<file path="src/rtl/csa_pipe_pkg.sv">
// Sizing helpers shared by the pipelined carry-select adder and its segment cells.
package csa_pipe_pkg;

    function automatic bit params_ok(input int width, input int blk, input int segs);
        return (blk >= 1) && (segs >= 1) && (width >= blk * segs) && (width % (blk * segs) == 0);
    endfunction

    function automatic int stage_width(input int blk, input int segs);
        return blk * segs;
    endfunction

    // Falls back to one stage for illegal parameters so elaboration reaches the fatal check.
    function automatic int nstage(input int width, input int blk, input int segs);
        return params_ok(width, blk, segs) ? width / stage_width(blk, segs) : 1;
    endfunction

endpackage

</file>
<file path="src/rtl/csa_segment.sv">
// Combinational BLK-bit carry-select cell: two ripple chains (cin=0/1) and a late select on cin.
module csa_segment #(
    parameter int BLK = 8
) (
    input  logic [BLK-1:0] a,
    input  logic [BLK-1:0] b,
    input  logic           cin,
    output logic [BLK-1:0] sum,
    output logic           cout,
    output logic           cmsb
);

    logic [BLK:0]   c0;
    logic [BLK:0]   c1;
    logic [BLK-1:0] s0;
    logic [BLK-1:0] s1;

    always_comb begin
        c0 = '0;
        c1 = '0;
        s0 = '0;
        s1 = '0;
        c1[0] = 1'b1;
        for (int i = 0; i < BLK; i++) begin
            s0[i]   = a[i] ^ b[i] ^ c0[i];
            c0[i+1] = (a[i] & b[i]) | (c0[i] & (a[i] ^ b[i]));
            s1[i]   = a[i] ^ b[i] ^ c1[i];
            c1[i+1] = (a[i] & b[i]) | (c1[i] & (a[i] ^ b[i]));
        end
    end

    // c1 dominates c0 bitwise, so the OR/AND form equals a mux on cin.
    assign sum  = cin ? s1 : s0;
    assign cout = c0[BLK] | (c1[BLK] & cin);
    assign cmsb = c0[BLK-1] | (c1[BLK-1] & cin);

endmodule

</file>
<file path="src/rtl/csa_pipe_adder.sv">
// Pipelined carry-select adder/subtractor; each stage resolves S = BLK*SEGS_PER_STAGE bits
// and shifts the partially-resolved word forward, so latency is NSTAGE cycles.
module csa_pipe_adder
    import csa_pipe_pkg::*;
#(
    parameter int WIDTH          = 64,
    parameter int BLK            = 8,
    parameter int SEGS_PER_STAGE = 2
) (
    input  logic             clk,
    input  logic             rst,
    input  logic             in_valid,
    output logic             in_ready,
    input  logic [WIDTH-1:0] a,
    input  logic [WIDTH-1:0] b,
    input  logic             c_in,
    input  logic             sub,
    output logic             out_valid,
    input  logic             out_ready,
    output logic [WIDTH-1:0] sum,
    output logic             c_out,
    output logic             ovf
);

    localparam int S      = stage_width(BLK, SEGS_PER_STAGE);
    localparam int NSTAGE = nstage(WIDTH, BLK, SEGS_PER_STAGE);

    if (!params_ok(WIDTH, BLK, SEGS_PER_STAGE)) begin : g_param_check
        $fatal(1, "csa_pipe_adder: WIDTH must be a multiple of BLK*SEGS_PER_STAGE with BLK >= 1");
    end

    logic en;

    // Index k is the input of stage k; index NSTAGE is the output register bank.
    logic [WIDTH-1:0]          pa  [NSTAGE+1];
    logic [WIDTH-1:0]          pb  [NSTAGE+1];
    logic                      pcy [NSTAGE+1];
    logic                      pv  [NSTAGE+1];
    logic [SEGS_PER_STAGE-1:0] pov [NSTAGE+1];

    assign en       = !out_valid || out_ready;
    assign in_ready = en;

    assign pa[0]  = a;
    assign pb[0]  = b ^ {WIDTH{sub}};
    assign pcy[0] = sub | c_in;
    assign pv[0]  = in_valid;
    assign pov[0] = '0;

    for (genvar k = 0; k < NSTAGE; k++) begin : g_stage
        logic [SEGS_PER_STAGE:0]   ch;
        logic [S-1:0]              seg_sum;
        logic [SEGS_PER_STAGE-1:0] seg_cmsb;
        logic [SEGS_PER_STAGE-1:0] seg_ov;
        logic [WIDTH-1:0]          a_nxt;
        logic [WIDTH-1:0]          a_r;
        logic [WIDTH-1:0]          b_r;
        logic                      cy_r;
        logic                      v_r;
        logic [SEGS_PER_STAGE-1:0] ov_r;

        assign ch[0] = pcy[k];

        for (genvar j = 0; j < SEGS_PER_STAGE; j++) begin : g_seg
            csa_segment #(.BLK(BLK)) u_seg (
                .a    (pa[k][k*S + j*BLK +: BLK]),
                .b    (pb[k][k*S + j*BLK +: BLK]),
                .cin  (ch[j]),
                .sum  (seg_sum[j*BLK +: BLK]),
                .cout (ch[j+1]),
                .cmsb (seg_cmsb[j])
            );
            // Only the top segment of the last stage feeds ovf.
            assign seg_ov[j] = ch[j+1] ^ seg_cmsb[j];
        end

        // Resolved sum bits overwrite the consumed operand-A slice.
        always_comb begin
            a_nxt = pa[k];
            a_nxt[k*S +: S] = seg_sum;
        end

        always_ff @(posedge clk) begin
            if (rst) begin
                v_r <= 1'b0;
                if (k == NSTAGE - 1) begin
                    a_r  <= '0;
                    cy_r <= 1'b0;
                    ov_r <= '0;
                end
            end else if (en) begin
                v_r  <= pv[k];
                a_r  <= a_nxt;
                b_r  <= pb[k];
                cy_r <= ch[SEGS_PER_STAGE];
                ov_r <= seg_ov;
            end
        end

        assign pa[k+1]  = a_r;
        assign pb[k+1]  = b_r;
        assign pcy[k+1] = cy_r;
        assign pv[k+1]  = v_r;
        assign pov[k+1] = ov_r;
    end

    assign sum       = pa[NSTAGE];
    assign c_out     = pcy[NSTAGE];
    assign ovf       = pov[NSTAGE][SEGS_PER_STAGE-1];
    assign out_valid = pv[NSTAGE];

endmodule

</file>
<file path="config.mk">
export PLATFORM = sky130hd
export DESIGN_NAME = csa_pipe_adder
export DESIGN_NICKNAME = d
export VERILOG_FILES = /design/src/rtl/csa_pipe_pkg.sv /design/src/rtl/csa_segment.sv /design/src/rtl/csa_pipe_adder.sv
export SDC_FILE = /design/constraint.sdc
export NUM_CORES = 1
export LEC_CHECK = 0
export CORE_MARGIN = 5
export CORE_UTILIZATION = 35
export CTS_CLUSTER_DIAMETER = 100
export DETAILED_ROUTE_END_ITERATION = 10
export GPL_TIMING_DRIVEN = 0
export PLACE_DENSITY_LB_ADDON = 0.15
export SYNTH_ARGS = -nofsm -noshare
export SYNTH_HDL_FRONTEND = slang
export SYNTH_HIERARCHICAL = 1
export SYNTH_SLANG_ARGS = --single-unit
</file>
<file path="constraint.sdc">
create_clock -name clk -period 20.4 [get_ports clk]
set_input_delay 4.08 -clock clk [delete_from_list [all_inputs] [get_ports clk]]
set_output_delay 4.08 -clock clk [all_outputs]
set_load 0.01 [all_outputs]
</file>
==> impl_metrics.py, run 1 <==
metrics = {
    "run_status": {
        "status": "completed",
    },
    "cts": {
        "ctsHoldBuffers": 0,
        "cts.repair.resized": 0,
        "cts_max_level": 2,
        "cts_tree": "done",
        "cts_root_buf": "clkbuf_16",
        "cts_max_path_buffers": 3,
        "clkLatencyLatePin_ps": 540,
        "cts_made_buffers": 41,
        "clock-sinks": 361,
        "cts_setup_buffers": 0,
        "clk_pin_slew_ps": 60,
    },
    "finish": {
        "drive_gt1_share_pct": 11.1,
        "fin_nets": 1526,
        "multi_input_area_mm2": 0.00454,
        "antenna_cells": 0,
        "regArea_mm2": 0.0101,
        "fill_cells": 3930,
        "area_growth_pct": 28.1,
    },
    "floorplan": {
        "ioPinCount": 202,
        "die_x_um": 217,
        "die_h_um": 217,
        "dieArea_mm2": 0.0472,
        "rows": 76,
        "core_mm2": 0.0428,
        "initial_utilization_pct": 35.2,
    },
    "sta": {
        "holdWs_ps": 410,
        "slew_violations": 0,
        "rsz0062_at_grt": "no",
        "fin_tns_setup_ps": 0,
        "relSlewSlack_pct": 54.1,
        "post-route-min-period_ps": 9790,
        "worstMarginPinSlew_ps": 687,
        "setup_viol": 0,
        "max_freq_mhz": 102,
        "period_share_pct": 48.0,
        "hold_viol_final": 0,
        "setup_ws_ps": 10610,
        "fin_skew_ps": 13.1,
    },
    "pwr": {
        "pwr-share-comb_pct": 13.2,
        "intPower_mw": 1.46,
        "net-switching-power_mw": 0.425,
        "switching_share_pct": 22.6,
        "irDropWorstVdd_v": 0.0000645,
        "leakage_nw": 7.43,
        "powerDensity_mw_per_mm2": 97.8,
        "p_seq_share_pct": 48.0,
        "clockPowerShare_pct": 38.8,
    },
    "critical_path": {
        "critPathMaxStageDelay_ps": 550,
        "path_cells": "clkdlybuf4s50_1 -> nor2b_4 -> buf_6 -> inv_6 -> buf_6 -> clkdlybuf4s50_1",
        "crit_arrival_ps": 5710,
        "cp.required_ps": 16320,
        "path_max_fanout": 10,
        "reg2reg_from": "g_stage[2].a_r[52]$_DFFE_PP_",
        "worst_setup_path_end_kind": "output pin",
        "r2r_cells": 13,
        "reg2reg_to": "sum[61]$_SDFFE_PP0P_",
        "cpMaxStageDelayCell": "clkdlybuf4s50_1",
        "worst-path-buf-inv": 5,
        "critPathLaunchType": "primary input",
        "crit_type": "in -> out",
        "path_delay_family": "buffers and inverters",
        "worst-r2r-setup-slack_ps": 17420,
    },
    "placed_design": {
        "hpwl_um": 20300,
        "place_ws_ps": 10570,
        "place.gp.congestion": 0.826,
        "port_buffers": 199,
    },
    "job": {
        "drv_cap": 0,
    },
    "hold_path": {
        "holdPathStages": 0,
        "min_to": "g_stage[1].a_r[12]$_DFFE_PP_",
        "min_from": "g_stage[0].a_r[12]$_DFFE_PP_",
        "hold_class": "reg -> reg",
    },
    "synthesis": {
        "synth_area_per_cell_um2": 14.1,
        "syn_area_mm2": 0.0150,
        "synth-warning-count": 6,
        "synthCells": 1069,
        "synth_nets": 1275,
    },
    "global_route": {
        "antenna_found_initial": 0,
        "grt_usage_pct": 12.1,
        "grt_overflow": 0,
        "grt_first_pass_wirelength_um": 45700,
        "grt_max_degree": 35,
        "grt_pass1_vias": 8876,
    },
    "route": {
        "vias": 8672,
        "wl_um": 28300,
        "route.detailed.drc": 0,
        "wl_per_cell_um": 14.9,
        "firstDrtPassIters": 6,
        "drt_iter0_markers": 405,
        "antenna_left": 0,
        "drt-vias-per-instance": 4.57,
    },
}
## power groups by stage
stage               logic [mW]  registers [mW]  clock network [mW]
finish                   0.249           0.904               0.731
global route             0.278           0.912               0.791
CTS                      0.254           0.906               0.762
detailed placement       0.252           0.921                   0
global placement         0.246           0.938                   0
floorplan                0.150           0.934                   0
## flip-flops by register name, indices dropped and copies added, names as in the netlist
register	count
g_stage.cy_r	3
c_out	1
g_stage.ov_r	1
g_stage.v_r	3
out_valid	1
sum	64
g_stage.a_r	192
g_stage.b_r	96
## placed cells by master, fill, tap and decap left out, drive strengths merged, types with 24 or more instances in the layout
| cell type | instances |
|---|---|
| nand2 | 168 |
| clkbuf | 60 |
| clkdlybuf4s50 | 199 |
| edfxtp | 291 |
| xnor2 | 41 |
| a21oi | 100 |
| o21ai | 24 |
| dfxtp | 70 |
| a21o | 25 |
| buf | 40 |
| xor2 | 80 |
| ha | 72 |
| inv | 35 |
## layout make-up
type	instances	area share [%]
sequential	361	52.6
multi-input combinational	637	23.5
timing repair buffer	208	11.3
clock buffer	53	5.78
tap	546	3.55
buffer	38	1.28
clock inverter	23	1.26
inverter	33	0.669
## worst max path at each step
stage / start / endpoint / slack, ps / depth (start not counted)
global route: out_ready / in_ready / 10550 / 6
detailed placement: out_ready / in_ready / 10570 / 6
floorplan: rst / g_stage[0].a_r[0]$_DFFE_PP_ / 2940 / 3
CTS: out_ready / in_ready / 10570 / 6
global placement: out_ready / g_stage[0].a_r[28]$_DFFE_PP_ / -2620 / 5
finish: out_ready / in_ready / 10610 / 6
## metrics by stage
step / std cells / area [um^2] / utilization (%) / total power, mW
after floorplan: 1069 / 15000 / - / 1.08
after global placement: 1814 / 17700 / 41.4 / 1.18
after detailed placement: 1823 / 17900 / 41.9 / 1.17
after CTS: 1899 / 19300 / 45.0 / 1.92
after global routing: 1899 / 19300 / 45.0 / 1.98
final: 1899 / 19300 / 45.0 / 1.88
## metal layers
metal | GRT usage (%) | up-vias | routed length, um
met2 | 21.1 | 143 | 14300
met3 | 3.02 | 50 | 1310
met5 | 0 | - | 0
li1 | - | 4383 | -
met4 | 4.89 | 0 | 802
met1 | 14.4 | 4096 | 11900
Power figures use the tool's default switching activity.
==> run 2, diff against run 1 <==
clock period = 9.7 ns   (was 20.4 ns; I/O delays follow)
==> run 2 against run 1 <==
  * Sequential share of layout area is essentially flat
  * Wire length up 0.34%
  * Register-to-register slack worse by 11000 ps
  * Design area is essentially flat
  * Count of clock-buffer cells in the layout increased by 6
  * Cell count about the same
  * Via count about the same
  * Hold slack about the same
  * Die area is the same
  * Sequential cell count unchanged
==> impl_metrics.py, run 2 (same netlist as run 1, synthesis figures left out) <==
metrics = {
    "critical_path": {
        "cpMaxStageDelayCell": "clkdlybuf4s50_1",
        "critPathLaunchType": "primary input",
        "path_delay_family": "buffers and inverters",
        "worst-path-buf-inv": 5,
        "reg2reg_from": "g_stage[2].a_r[52]$_DFFE_PP_",
        "cp.required_ps": 7760,
        "startpoint": "out_ready",
        "worst_setup_path_end_kind": "output pin",
        "crit_type": "in -> out",
        "path_cells": "clkdlybuf4s50_1 -> nor2b_4 -> buf_6 -> inv_6 -> buf_6 -> clkdlybuf4s50_1",
        "critPathMaxStageDelay_ps": 550,
        "path_max_fanout": 10,
        "crit_arrival_ps": 3570,
    },
    "cts": {
        "cts_setup_buffers": 0,
        "clk_pin_slew_ps": 60,
        "clkLatencyLatePin_ps": 540,
        "cts_root_buf": "clkbuf_16",
        "cts_tree": "done",
        "clock-sinks": 361,
        "cts_made_buffers": 42,
        "cts_max_level": 2,
        "cts_max_path_buffers": 3,
        "cts.repair.resized": 0,
        "ctsHoldBuffers": 0,
    },
    "floorplan": {
        "core_mm2": 0.0428,
        "initial_utilization_pct": 35.2,
        "dieArea_mm2": 0.0472,
        "ioPinCount": 202,
        "die_x_um": 217,
        "die_h_um": 217,
        "rows": 76,
    },
    "route": {
        "drt_iter0_markers": 371,
        "firstDrtPassIters": 4,
        "route.detailed.drc": 0,
        "drt-vias-per-instance": 4.57,
        "antenna_left": 0,
        "wl_per_cell_um": 15.0,
        "wl_um": 28400,
        "vias": 8679,
    },
    "sta": {
        "rsz0062_at_grt": "no",
        "setup_viol": 0,
        "hold_viol_final": 0,
        "max_freq_mhz": 181,
        "holdWs_ps": 410,
        "slew_violations": 0,
        "fin_tns_setup_ps": 0,
        "fin_skew_ps": 8.66,
        "period_share_pct": 56.8,
        "relSlewSlack_pct": 58.4,
        "post-route-min-period_ps": 5510,
        "worstMarginPinSlew_ps": 622,
    },
    "pwr": {
        "leakage_nw": 7.43,
        "powerDensity_mw_per_mm2": 205,
        "irDropWorstVdd_v": 0.000139,
    },
    "finish": {
        "largest_reg_flops": 192,
        "drive_gt1_share_pct": 11.2,
        "fin_nets": 1528,
        "area_growth_pct": 28.2,
        "final_cell_mix": "edfxtp_1 (291), clkdlybuf4s50_1 (199), nand2_1 (168), a21oi_1 (92), xor2_1 (80)",
        "layout_commonest_cell": "edfxtp_1",
        "regMostFlops": "g_stage.a_r",
    },
    "placed_design": {
        "place.gp.congestion": 0.814,
        "hpwl_um": 20400,
        "port_buffers": 199,
    },
    "run_status": {
        "status": "completed",
    },
    "hold_path": {
        "min_from": "g_stage[0].a_r[43]$_DFFE_PP_",
        "hold_class": "reg -> reg",
    },
    "global_route": {
        "grt_overflow": 0,
        "grt_usage_pct": 12.2,
        "antenna_found_initial": 1,
        "grt_first_pass_wirelength_um": 46200,
        "grt_pass1_vias": 8908,
        "grt_max_degree": 35,
    },
    "job": {
        "drv_cap": 0,
    },
}
## run 2: changes by cell type in the layout (fill, tap and decap cells not counted), sizes merged
cell	delta
bufinv	-1
diode	+1
clkinv	-7
clkinvlp	+1
buf	+1
clkbuf	+6
## run 2: per-layer routing
| layer | share of wire [%] | track usage, % |
|---|---|---|
| met5 | 0 | 0 |
| met2 | 49 | 20.8 |
| met1 | 43 | 14.7 |
| met4 | 2.7 | 4.38 |
| met3 | 5.3 | 3.48 |
## run 2: metrics by stage
step | instances | instance area (um^2) | utilization [%] | total power, mW | setup WS (ps)
after global routing | 1900 | 19300 | 45.1 | 4.16 | 4130
after CTS | 1899 | 19300 | 45.1 | 4.02 | 4150
final | 1900 | 19300 | 45.1 | 3.95 | 4190
after global placement | 1814 | 17700 | 41.4 | 2.46 | 274
after floorplan | 1069 | 15100 | - | 2.26 | 2610
after detailed placement | 1824 | 17900 | 41.9 | 2.47 | 4140
## run 2: final timing paths
kind	end	slack, ps	cells after the start
setup / recovery	in_ready	4190	6
hold / removal	g_stage[1].a_r[43]$_DFFE_PP_	410	0
setup reg to reg	g_stage[3].ov_r[1]$_SDFFE_PP0P_	6680	13
hold reg to reg	g_stage[1].a_r[43]$_DFFE_PP_	410	0
## run 2: cell type report
cell class	instances	area, um^2
tap	546	683
sequential	361	10100
inverter	33	129
timing repair buffer	209	2210
fill	3942	23500
multi-input combinational	637	4540
clock buffer	59	1150
clock inverter	16	190
buffer	38	246
antenna	1	2.50
## run 2: power breakdown
| group | total [mW] | internal (mW) | switching, mW | leakage, nW |
|---|---|---|---|---|
| Sequential | 1.90 | 1.86 | 0.0460 | 3.43 |
| Clock | 1.52 | 0.931 | 0.589 | 0.647 |
| Combinational | 0.526 | 0.270 | 0.256 | 3.36 |
==> run 3, diff against run 2 <==
clock period = 5.2 ns   (was 9.7 ns; I/O delays follow)
==> run 3 against run 2 <==
  * Count of clock-buffer cells in the layout fell by 8
  * First-iteration DRC count rose by 6.5%
  * Core utilization rose by 0.088 points
  * Sequential power rose by 87%
  * Critical path type unchanged
  * Largest power group unchanged
  * Highest routed layer is now met5
==> impl_metrics.py, run 3 (same netlist as run 1, synthesis figures left out) <==
metrics = {
    "sta": {
        "setup_viol": 0,
        "fin_skew_ps": 17.4,
        "rsz0062_at_grt": "no",
        "hold_viol_final": 0,
        "setup_ws_ps": 1490,
        "max_freq_mhz": 270,
        "period_share_pct": 71.3,
        "holdWs_ps": 409,
        "post-route-min-period_ps": 3710,
        "fin_tns_setup_ps": 0,
        "worstMarginPinSlew_ps": 478,
        "relSlewSlack_pct": 68.1,
        "slew_violations": 0,
    },
    "pwr": {
        "powerDensity_mw_per_mm2": 384,
        "finalPower_mw": 7.42,
        "leakage_nw": 7.44,
        "irDropWorstVdd_v": 0.000183,
    },
    "cts": {
        "clk_pin_slew_ps": 60,
        "cts_setup_buffers": 0,
        "cts_max_path_buffers": 3,
        "cts_made_buffers": 42,
        "cts.repair.resized": 0,
        "clock-sinks": 361,
        "cts_tree": "done",
        "ctsHoldBuffers": 0,
        "cts_max_level": 2,
        "cts_root_buf": "clkbuf_16",
        "clkLatencyLatePin_ps": 550,
    },
    "finish": {
        "area_growth_pct": 28.5,
        "regMostFlops": "g_stage.a_r",
        "fin_nets": 1528,
        "final_cell_mix": "edfxtp_1 (291), clkdlybuf4s50_1 (199), nand2_1 (168), a21oi_1 (92), xor2_1 (80)",
        "antenna_cells": 0,
        "drive_gt1_share_pct": 11.5,
        "largest_reg_flops": 192,
        "layout.cells.non_filler": 1900,
        "final_util_pct": 45.2,
        "design_area_mm2": 0.0193,
        "layout_commonest_cell": "edfxtp_1",
    },
    "placed_design": {
        "dpl_cell_area_mm2": 0.0180,
        "place.gp.congestion": 0.797,
        "hpwl_um": 20400,
        "placed_cells": 1824,
        "place_ws_ps": 1110,
        "port_buffers": 199,
    },
    "critical_path": {
        "cp.required_ps": 4160,
        "path_max_fanout": 10,
        "worst_setup_path_end_kind": "output pin",
        "crit_type": "in -> out",
        "critPathLaunchType": "primary input",
        "crit_arrival_ps": 2670,
    },
    "route": {
        "antenna_left": 0,
        "drt-vias-per-instance": 4.54,
        "wl_per_cell_um": 15.0,
        "wl_um": 28500,
        "route.detailed.drc": 0,
        "drt_iter0_markers": 395,
        "vias": 8628,
        "firstDrtPassIters": 4,
    },
    "global_route": {
        "grt_max_degree": 36,
        "met3_usage_pct": 4.27,
        "grt_pass1_vias": 8754,
        "grt_use_met1_pct": 14.8,
        "antenna_found_initial": 2,
        "grt_first_pass_wirelength_um": 45400,
        "grt_overflow": 0,
        "grt_usage_pct": 12.1,
        "use_met2_pct": 20.2,
        "grt.busiest_layer": "met2",
    },
    "hold_path": {
        "hold_class": "reg -> reg",
    },
    "run_status": {
        "status": "completed",
    },
    "floorplan": {
        "initial_utilization_pct": 35.2,
        "ioPinCount": 202,
        "die_h_um": 217,
        "rows": 76,
        "core_mm2": 0.0428,
        "dieArea_mm2": 0.0472,
        "die_x_um": 217,
    },
    "job": {
        "drv_cap": 0,
    },
}
==> run 3: routing by layer <==
metal	share of wire, %	up-vias
li1	-	4386
met1	42	4042
met2	49	153
met3	6.6	43
met4	2.0	4
met5	0.095	-
==> run 3: report_power, final <==
part | internal [mW] | switching (mW) | total (mW)
combinational | 0.503 | 0.477 | 0.980
clock | 1.76 | 1.13 | 2.89
sequential | 3.46 | 0.0861 | 3.55
==> run 3: critical path, cell delays in order <==
cell and delay [ps]:
clkdlybuf4s50_1 500, nor2b_4 50, buf_6 160, inv_6 180, buf_6 170, clkdlybuf4s50_1 550
==> run 3: final timing paths <==
check | end | depth (start not counted) | slack, ps | startpoint
max | in_ready | 6 | 1490 | out_ready
min | g_stage[2].a_r[31]$_DFFE_PP_ | 0 | 410 | g_stage[1].a_r[31]$_DFFE_PP_
max reg2reg | sum[61]$_SDFFE_PP0P_ | 13 | 2210 | g_stage[2].a_r[52]$_DFFE_PP_
min reg2reg | g_stage[2].a_r[31]$_DFFE_PP_ | 0 | 410 | g_stage[1].a_r[31]$_DFFE_PP_
==> run 3: final cells by class <==
class	instances	area (um^2)
inverters	33	129
fillers	3896	23500
plain buffers	38	269
multi-input cells	637	4540
flip-flops and latches	361	10100
clock buffers	51	1110
repair buffers	209	2200
clock inverters	25	263
well taps	546	683
